[config.mk]
export PLATFORM = sky130hd
export DESIGN_NAME = dec_10b8b_flat
export DESIGN_NICKNAME = d
export VERILOG_FILES = /design/src/rtl/dec_10b8b_if.sv /design/src/rtl/dec_10b8b.sv /design/src/flat_wrapper.sv
export SDC_FILE = /design/constraint.sdc
export NUM_CORES = 1
export LEC_CHECK = 0
export CAP_MARGIN = 5
export CORE_UTILIZATION = 55
export CTS_CLUSTER_SIZE = 10
export DETAILED_ROUTE_END_ITERATION = 8
export PLACE_DENSITY_LB_ADDON = 0.12
export REMOVE_ABC_BUFFERS = 1
export SYNTH_ARGS = -nofsm -noshare
export SYNTH_HDL_FRONTEND = slang
export SYNTH_SLANG_ARGS = --single-unit
[constraint.sdc]
create_clock -name clk -period 2.3 [get_ports clk]
set_clock_uncertainty 0.2 [all_clocks]
set_input_delay 0.46 -clock clk [delete_from_list [all_inputs] [get_ports clk]]
set_output_delay 0.46 -clock clk [all_outputs]
set_load 0.02 [all_outputs]
[src/rtl/dec_10b8b_if.sv]
// Symbol-in / byte-out stream bundle for the 8b/10b receive decoder.
// The master side drives symbols and accepts results; the slave side is the decoder.
interface dec_10b8b_if;
  logic       in_valid;
  logic       in_ready;
  logic [9:0] in_data;
  logic       out_valid;
  logic       out_ready;
  logic [7:0] out_data;
  logic       out_k;
  logic       out_code_err;
  logic       out_disp_err;

  modport master (
    output in_valid, in_data, out_ready,
    input  in_ready, out_valid, out_data, out_k, out_code_err, out_disp_err
  );

  modport slave (
    input  in_valid, in_data, out_ready,
    output in_ready, out_valid, out_data, out_k, out_code_err, out_disp_err
  );
endinterface

[src/rtl/dec_10b8b.sv]
// Two-stage 8b/10b receive decoder with running-disparity tracking and a saturating error count.
// Define DEC_KCHAR_EN to accept K.28.y and K.23/27/29/30.7 control characters.
module dec_10b8b (
  input  logic        clk,
  input  logic        rst,
  input  logic        err_clr,
  output logic        rd_out,
  output logic [7:0]  err_count,
  dec_10b8b_if.slave  bus
);

  logic       stall;
  logic       accept;
  logic       rd;
  logic [5:0] sb6;
  logic [3:0] sb4;
  logic [3:0] fghj;
  logic [4:0] d6;
  logic [2:0] d4;
  logic       ok6;
  logic       ok4;
  logic       k28;
  logic       a7;
  logic       kx7;
  logic       k_sym;
  logic [2:0] ones6;
  logic [2:0] ones4;
  logic       disp6;
  logic       disp4;
  logic       rd_mid;
  logic       rd_next;

  logic       s1_valid;
  logic [7:0] s1_data;
  logic       s1_k;
  logic       s1_code_err;
  logic       s1_disp_err;

  assign stall       = bus.out_valid & ~bus.out_ready;
  assign bus.in_ready = ~stall & ~rst;
  assign accept      = bus.in_valid & bus.in_ready;
  assign sb6         = bus.in_data[9:4];
  assign sb4         = bus.in_data[3:0];
  assign rd_out      = rd;

  // NOTE: every always_comb output gets a default first so no path can infer a latch.
  always_comb begin
    d6  = 5'd0;
    ok6 = 1'b1;
    k28 = 1'b0;
    case (sb6)
      6'b100111, 6'b011000: d6 = 5'd0;
      6'b011101, 6'b100010: d6 = 5'd1;
      6'b101101, 6'b010010: d6 = 5'd2;
      6'b110001:            d6 = 5'd3;
      6'b110101, 6'b001010: d6 = 5'd4;
      6'b101001:            d6 = 5'd5;
      6'b011001:            d6 = 5'd6;
      6'b111000, 6'b000111: d6 = 5'd7;
      6'b111001, 6'b000110: d6 = 5'd8;
      6'b100101:            d6 = 5'd9;
      6'b010101:            d6 = 5'd10;
      6'b110100:            d6 = 5'd11;
      6'b001101:            d6 = 5'd12;
      6'b101100:            d6 = 5'd13;
      6'b011100:            d6 = 5'd14;
      6'b010111, 6'b101000: d6 = 5'd15;
      6'b011011, 6'b100100: d6 = 5'd16;
      6'b100011:            d6 = 5'd17;
      6'b010011:            d6 = 5'd18;
      6'b110010:            d6 = 5'd19;
      6'b001011:            d6 = 5'd20;
      6'b101010:            d6 = 5'd21;
      6'b011010:            d6 = 5'd22;
      6'b111010, 6'b000101: d6 = 5'd23;
      6'b110011, 6'b001100: d6 = 5'd24;
      6'b100110:            d6 = 5'd25;
      6'b010110:            d6 = 5'd26;
      6'b110110, 6'b001001: d6 = 5'd27;
      6'b001110:            d6 = 5'd28;
      6'b101110, 6'b010001: d6 = 5'd29;
      6'b011110, 6'b100001: d6 = 5'd30;
      6'b101011, 6'b010100: d6 = 5'd31;
`ifdef DEC_KCHAR_EN
      6'b001111, 6'b110000: begin
        d6  = 5'd28;
        k28 = 1'b1;
      end
`endif
      default:              ok6 = 1'b0;
    endcase
  end

  // K.28 at RD+ carries the complement of its RD- 4b code, so undo that before lookup.
  always_comb begin
    fghj  = (k28 && sb6 == 6'b110000) ? ~sb4 : sb4;
    d4    = 3'd0;
    ok4   = 1'b1;
    a7    = 1'b0;
    k_sym = 1'b0;
    case (fghj)
      4'b1011, 4'b0100: d4 = 3'd0;
      4'b1001:          d4 = 3'd1;
      4'b0101:          d4 = 3'd2;
      4'b1100, 4'b0011: d4 = 3'd3;
      4'b1101, 4'b0010: d4 = 3'd4;
      4'b1010:          d4 = 3'd5;
      4'b0110:          d4 = 3'd6;
      4'b1110, 4'b0001: d4 = 3'd7;
      4'b0111, 4'b1000: begin
        d4 = 3'd7;
        a7 = 1'b1;
      end
      default:          ok4 = 1'b0;
    endcase
    kx7 = a7 && (sb6 inside {6'b111010, 6'b000101, 6'b110110, 6'b001001,
                             6'b101110, 6'b010001, 6'b011110, 6'b100001});
`ifdef DEC_KCHAR_EN
    k_sym = k28 | kx7;
`else
    if (kx7) begin
      ok4 = 1'b0;
      d4  = 3'd0;
    end
`endif
  end

  // Disparity: 6b sub-block checked against the entering RD, 4b against the RD it leaves.
  always_comb begin
    ones6  = 3'($countones(sb6));
    ones4  = 3'($countones(sb4));
    disp6  = 1'b0;
    rd_mid = rd;
    if (ones6 == 3'd4) begin
      disp6  = rd;
      rd_mid = 1'b1;
    end else if (ones6 == 3'd2) begin
      disp6  = ~rd;
      rd_mid = 1'b0;
    end else if (sb6 == 6'b111000) begin
      disp6  = rd;
      rd_mid = 1'b0;
    end else if (sb6 == 6'b000111) begin
      disp6  = ~rd;
      rd_mid = 1'b1;
    end

    disp4   = 1'b0;
    rd_next = rd_mid;
    if (ones4 == 3'd3) begin
      disp4   = rd_mid;
      rd_next = 1'b1;
    end else if (ones4 == 3'd1) begin
      disp4   = ~rd_mid;
      rd_next = 1'b0;
    end else if (sb4 == 4'b1100) begin
      disp4   = rd_mid;
      rd_next = 1'b0;
    end else if (sb4 == 4'b0011) begin
      disp4   = ~rd_mid;
      rd_next = 1'b1;
    end
  end

  // NOTE: sequential state uses non-blocking assignments so both stages advance from pre-edge values.
  always_ff @(posedge clk or posedge rst) begin
    if (rst) begin
      rd               <= 1'b0;
      s1_valid         <= 1'b0;
      s1_data          <= 8'd0;
      s1_k             <= 1'b0;
      s1_code_err      <= 1'b0;
      s1_disp_err      <= 1'b0;
      bus.out_valid    <= 1'b0;
      bus.out_data     <= 8'd0;
      bus.out_k        <= 1'b0;
      bus.out_code_err <= 1'b0;
      bus.out_disp_err <= 1'b0;
    end else begin
      if (accept) rd <= rd_next;
      if (!stall) begin
        s1_valid         <= accept;
        s1_data          <= {d4, d6};
        s1_k             <= k_sym;
        s1_code_err      <= ~ok6 | ~ok4;
        s1_disp_err      <= disp6 | disp4;
        bus.out_valid    <= s1_valid;
        bus.out_data     <= s1_data;
        bus.out_k        <= s1_k;
        bus.out_code_err <= s1_code_err;
        bus.out_disp_err <= s1_disp_err;
      end
    end
  end

  always_ff @(posedge clk or posedge rst) begin
    if (rst) begin
      err_count <= 8'd0;
    end else if (err_clr) begin
      err_count <= 8'd0;
    end else if (!stall && s1_valid && (s1_code_err || s1_disp_err) && err_count != 8'hFF) begin
      err_count <= err_count + 8'd1;
    end
  end

endmodule

[src/flat_wrapper.sv]
// flat-port wrapper written by rule: the top's interface ports become plain ports
module dec_10b8b_flat 
  (clk, rst, err_clr, rd_out, err_count, bus_in_valid, bus_in_data, bus_out_ready, bus_in_ready, bus_out_valid, bus_out_data, bus_out_k, bus_out_code_err, bus_out_disp_err);
  dec_10b8b_if bus_i ();
  input  logic clk;
  input  logic rst;
  input  logic err_clr;
  output logic rd_out;
  output logic [7:0] err_count;
  input wire logic [$bits(bus_i.in_valid)-1:0] bus_in_valid;
  input wire logic [$bits(bus_i.in_data)-1:0] bus_in_data;
  input wire logic [$bits(bus_i.out_ready)-1:0] bus_out_ready;
  output wire logic [$bits(bus_i.in_ready)-1:0] bus_in_ready;
  output wire logic [$bits(bus_i.out_valid)-1:0] bus_out_valid;
  output wire logic [$bits(bus_i.out_data)-1:0] bus_out_data;
  output wire logic [$bits(bus_i.out_k)-1:0] bus_out_k;
  output wire logic [$bits(bus_i.out_code_err)-1:0] bus_out_code_err;
  output wire logic [$bits(bus_i.out_disp_err)-1:0] bus_out_disp_err;
  assign bus_i.in_valid = bus_in_valid;
  assign bus_i.in_data = bus_in_data;
  assign bus_i.out_ready = bus_out_ready;
  assign bus_in_ready = bus_i.in_ready;
  assign bus_out_valid = bus_i.out_valid;
  assign bus_out_data = bus_i.out_data;
  assign bus_out_k = bus_i.out_k;
  assign bus_out_code_err = bus_i.out_code_err;
  assign bus_out_disp_err = bus_i.out_disp_err;
  dec_10b8b u_core (.clk(clk), .rst(rst), .err_clr(err_clr), .rd_out(rd_out), .err_count(err_count), .bus(bus_i));
endmodule
==> metrics.log <==
[metrics] Final Worst Setup Slack: -0.2810 ns
[metrics] Final period util: 112.2%
[metrics] post-DR vias/cell: 6.359
[metrics] DR pass1 iterations: 6
[metrics] layout overhead on the synthesized area: 54.87%
[metrics] antenna-violating nets left: 0
[metrics] run status: finished with violations
[metrics] largest fanout on the critical path: 3
[metrics] I/O pin cnt: 37
[metrics] Worst VDD drop: 357.7 uV
[metrics] total DRC errors in the routed layout: 0
[metrics] final layout net count: 459
[metrics] vias in the first global route: 2873
[metrics] Post-Syn Area per Cell: 8.345 um^2
[metrics] headroom to the max-slew limit: 63.89%
[metrics] H-tree levels: 2
[metrics] number of standard-cell rows in the floorplan: 24
[metrics] commonest register cell after synthesis: sky130_fd_sc_hd__dfrtp_1
[metrics] overall global routing resource usage: 35.77%
[metrics] clock tree sinks: 31
[metrics] Die ar.: 4873 um^2
[metrics] area of the core region: 4384 um^2
[metrics] data required time at the worst endpoint: 2.30 ns
[metrics] cell count after placement: 458
[metrics] final number of max-transition violations: 0
[metrics] Critical Path Slowest Stage Cell: sky130_fd_sc_hd__fa_1
[metrics] proportion of layout cells with a drive suffix above 1: 37.47%
[metrics] CP cell instances: buf_4, ha_4, inv_2, fa_1, inv_2, ha_4, xor2_4, a311oi_2, a211o_1, nand3_2, a31oi_1
[metrics] antenna diode count: 0
[metrics] die extent in x: 69.81 um
[metrics] residual overflow from global routing: 0
[metrics] cell taking the most area after synthesis: sky130_fd_sc_hd__dfrtp_1
[metrics] Synth Warn #: 0
[metrics] WL final: 9.455 mm
[metrics] area of the mapped netlist: 2529 um^2
[metrics] number of standard cells in the final layout excluding fillers: 471
[metrics] WP data arrival: 2.59 ns
[metrics] Fin Setup TNS: -0.5450 ns
[metrics] Setup crit end kind: register
[metrics] category of the worst setup path launch point: primary input
[metrics] wire length of the first global-routing pass: 13.72 mm
[metrics] initial standard-cell utilization of the core: 57.68%
[metrics] clock slew at the register clock pins of the worst setup and hold paths: 0.07 ns
[metrics] setup repair after global routing missed its margin: yes
[metrics] Leakage: 1.860 nW
[metrics] mux share of post-synthesis cell area: 0.3958%
[metrics] fraction of the yosys area taken by sequential cells: 30.68%
[metrics] number of distinct library cells after synthesis: 57
[metrics] P per Cell Area: 572.3 nW/um^2
[metrics] clk root buf: sky130_fd_sc_hd__clkbuf_8
[metrics] register bit total from synthesis: 31
[metrics] async set or reset register ratio after synthesis: 100.0%
[metrics] number of buffers added by the clock tree synthesis step: 5
[metrics] final setup vio count: 2
[metrics] violations in the final reports: setup timing
[metrics] initial antenna violation count: 0
[metrics] top cells by instance count after synthesis: sky130_fd_sc_hd__nand2_1 (43), sky130_fd_sc_hd__nor2_1 (34), sky130_fd_sc_hd__dfrtp_1 (31)
[metrics] combinational family with the most area after synthesis: simple AND/OR/NAND/NOR gates
[metrics] largest net degree at the start of global routing: 32
[metrics] slowest cell delay on critical path: 0.52 ns
[metrics] Vert. Die Dim: 69.81 um
[metrics] path type of the worst setup path: in2reg
[metrics] Period minus WS final: 2.581 ns
[metrics] Filler Cells Inserted: 215
[metrics] max_cap viols: 0
[metrics] Synth Area in Compound Gates: 20.04%
[metrics] post-synthesis instance total: 303
[metrics] share of synthesized cell area in and, or, nand and nor gates: 24.54%
[metrics] highest achievable clock rate: 0.3874 GHz
[metrics] largest cells by area after synthesis: sky130_fd_sc_hd__dfrtp_1 (31%), sky130_fd_sc_hd__ha_1 (11%), sky130_fd_sc_hd__nand2_1 (6.4%), sky130_fd_sc_hd__nor2_1 (5.0%), sky130_fd_sc_hd__nand3_1 (3.0%)
[metrics] HP Class: reg2reg
[metrics] setup slack after placement: -0.9734 ns
[metrics] number of violations reported at the end of detailed-routing iteration 0: 272
[metrics] count of flip-flops with a built-in enable after synthesis: 0
[metrics] most frequent cell after synthesis: sky130_fd_sc_hd__nand2_1
[metrics] fraction of post-synthesis cell area in the top cell type by area: 30.68%
[metrics] CTS tree: built
[metrics] Longest Clk Path Bufs: 2
[metrics] XOR/XNOR Fraction of Synth Area: 2.771%
[metrics] Worst Hold Slack: 0.2673 ns
[metrics] WL/cell: 20.07 um
[metrics] final hold violation count: 0
[metrics] clock latency on the worst-skew pair: 0.28 ns
[metrics] overall power: 2.241 mW
[metrics] cts hold-fix bufs: 0
[metrics] placer congestion estimate: 0.9122
[metrics] detailed placer's ending HPWL: 5.505 mm
[metrics] total vias in the final route: 2995
[metrics] Slew @ Worst Pin: 0.5402 ns
[metrics] post-synthesis adder-cell area fraction: 13.76%
[metrics] number of port buffers: 35
[where the power goes]
part           internal, mW  switching, mW  total, mW
sequential            0.643         0.0806      0.724
combinational         0.452          0.499      0.951
clock                 0.351          0.216      0.566
[metal layers]
layer,vias up,GRT usage [%],part of all wire (%)
li1,1309,-,-
met1,1391,40.71,36
met2,230,64.21,48
met3,65,6.541,8.7
met4,0,16.67,6.7
met5,-,0,0
[worst max-delay path, delay by kind of cell]
kind / cells / cell delay [ns]
adder cells (fa/ha/maj): 3 / 0.85
AO/OA/AOI/OAI: 3 / 0.73
buffers and inverters: 3 / 0.25
XOR/XNOR: 1 / 0.20
AND/OR/NAND/NOR: 1 / 0.10
[what timing repair did]
action	CTS	global route
buffers inserted	3	4
pin swaps	18	9
setup endpoints to repair	12	5
resized for setup	73	28
[sequential cells by signal (all words and copies together), names as in the netlist]
name / cells
u_core.bus.out_code_err: 1
u_core.err_count: 8
u_core.s1_code_err: 1
u_core.bus.out_valid: 1
u_core.bus.out_data: 8
u_core.s1_disp_err: 1
u_core.s1_data: 8
u_core.bus.out_disp_err: 1
u_core.rd_out: 1
u_core.s1_valid: 1
[cell families after synthesis]
family | count (synthesis)
and+or+nand+nor | 131
AOI/OAI and AO/OA | 65
buffers and inverters | 40
DFF | 31
adders and majority gates | 26
xor gates and xnor gates | 8
other | 1
muxes | 1
[placed cells by master (no fill, tap or decap), types with 7 or more instances in the layout]
cell type	count
sky130_fd_sc_hd__buf_4	93
sky130_fd_sc_hd__nand2_1	43
sky130_fd_sc_hd__nor2_1	32
sky130_fd_sc_hd__dfrtp_1	31
sky130_fd_sc_hd__clkdlybuf4s50_1	24
sky130_fd_sc_hd__nand3_1	13
sky130_fd_sc_hd__inv_2	11
sky130_fd_sc_hd__ha_1	11
sky130_fd_sc_hd__nand4_1	10
sky130_fd_sc_hd__ha_4	9
sky130_fd_sc_hd__o21ai_0	7
[layout make-up]
class                           instances  area (um^2)  area share (%)
Timing Repair Buffer                  130         1082           27.64
Clock buffer                            6        82.58           2.109
Clock inverter                          2        35.03          0.8946
Multi-Input combinational cell        232         1805           46.10
Inverter                               18        70.07           1.789
Sequential cell                        31        775.7           19.81
Tap cell                               52        65.06           1.661
[stage by stage]
stage	instance area [um^2]	util (%)
after floorplan	2402	-
after global placement	3493	79.68
after detailed placement	3493	79.68
after CTS	3765	85.87
after global routing	3916	89.33
final	3916	89.33
[worst paths after layout]
| path | startpoint | end | slack, ns | cells after the start |
|---|---|---|---|---|
| worst max-delay path | bus_in_data[6] | u_core.rd_out | -0.28 | 11 |
| worst min-delay path | u_core.bus.out_data[2] | u_core.bus.out_data[2] | 0.27 | 2 |
| worst max register to register | u_core.err_count[0] | u_core.err_count[7] | 0.24 | 6 |
| worst min register to register | u_core.bus.out_data[2] | u_core.bus.out_data[2] | 0.27 | 2 |
| max in group asynchronous | rst | u_core.s1_data[2] | 1.14 | 3 |
| min in group asynchronous | rst | u_core.bus.out_disp_err | 0.46 | 3 |
No activity file was read; power rests on OpenSTA's default activity.
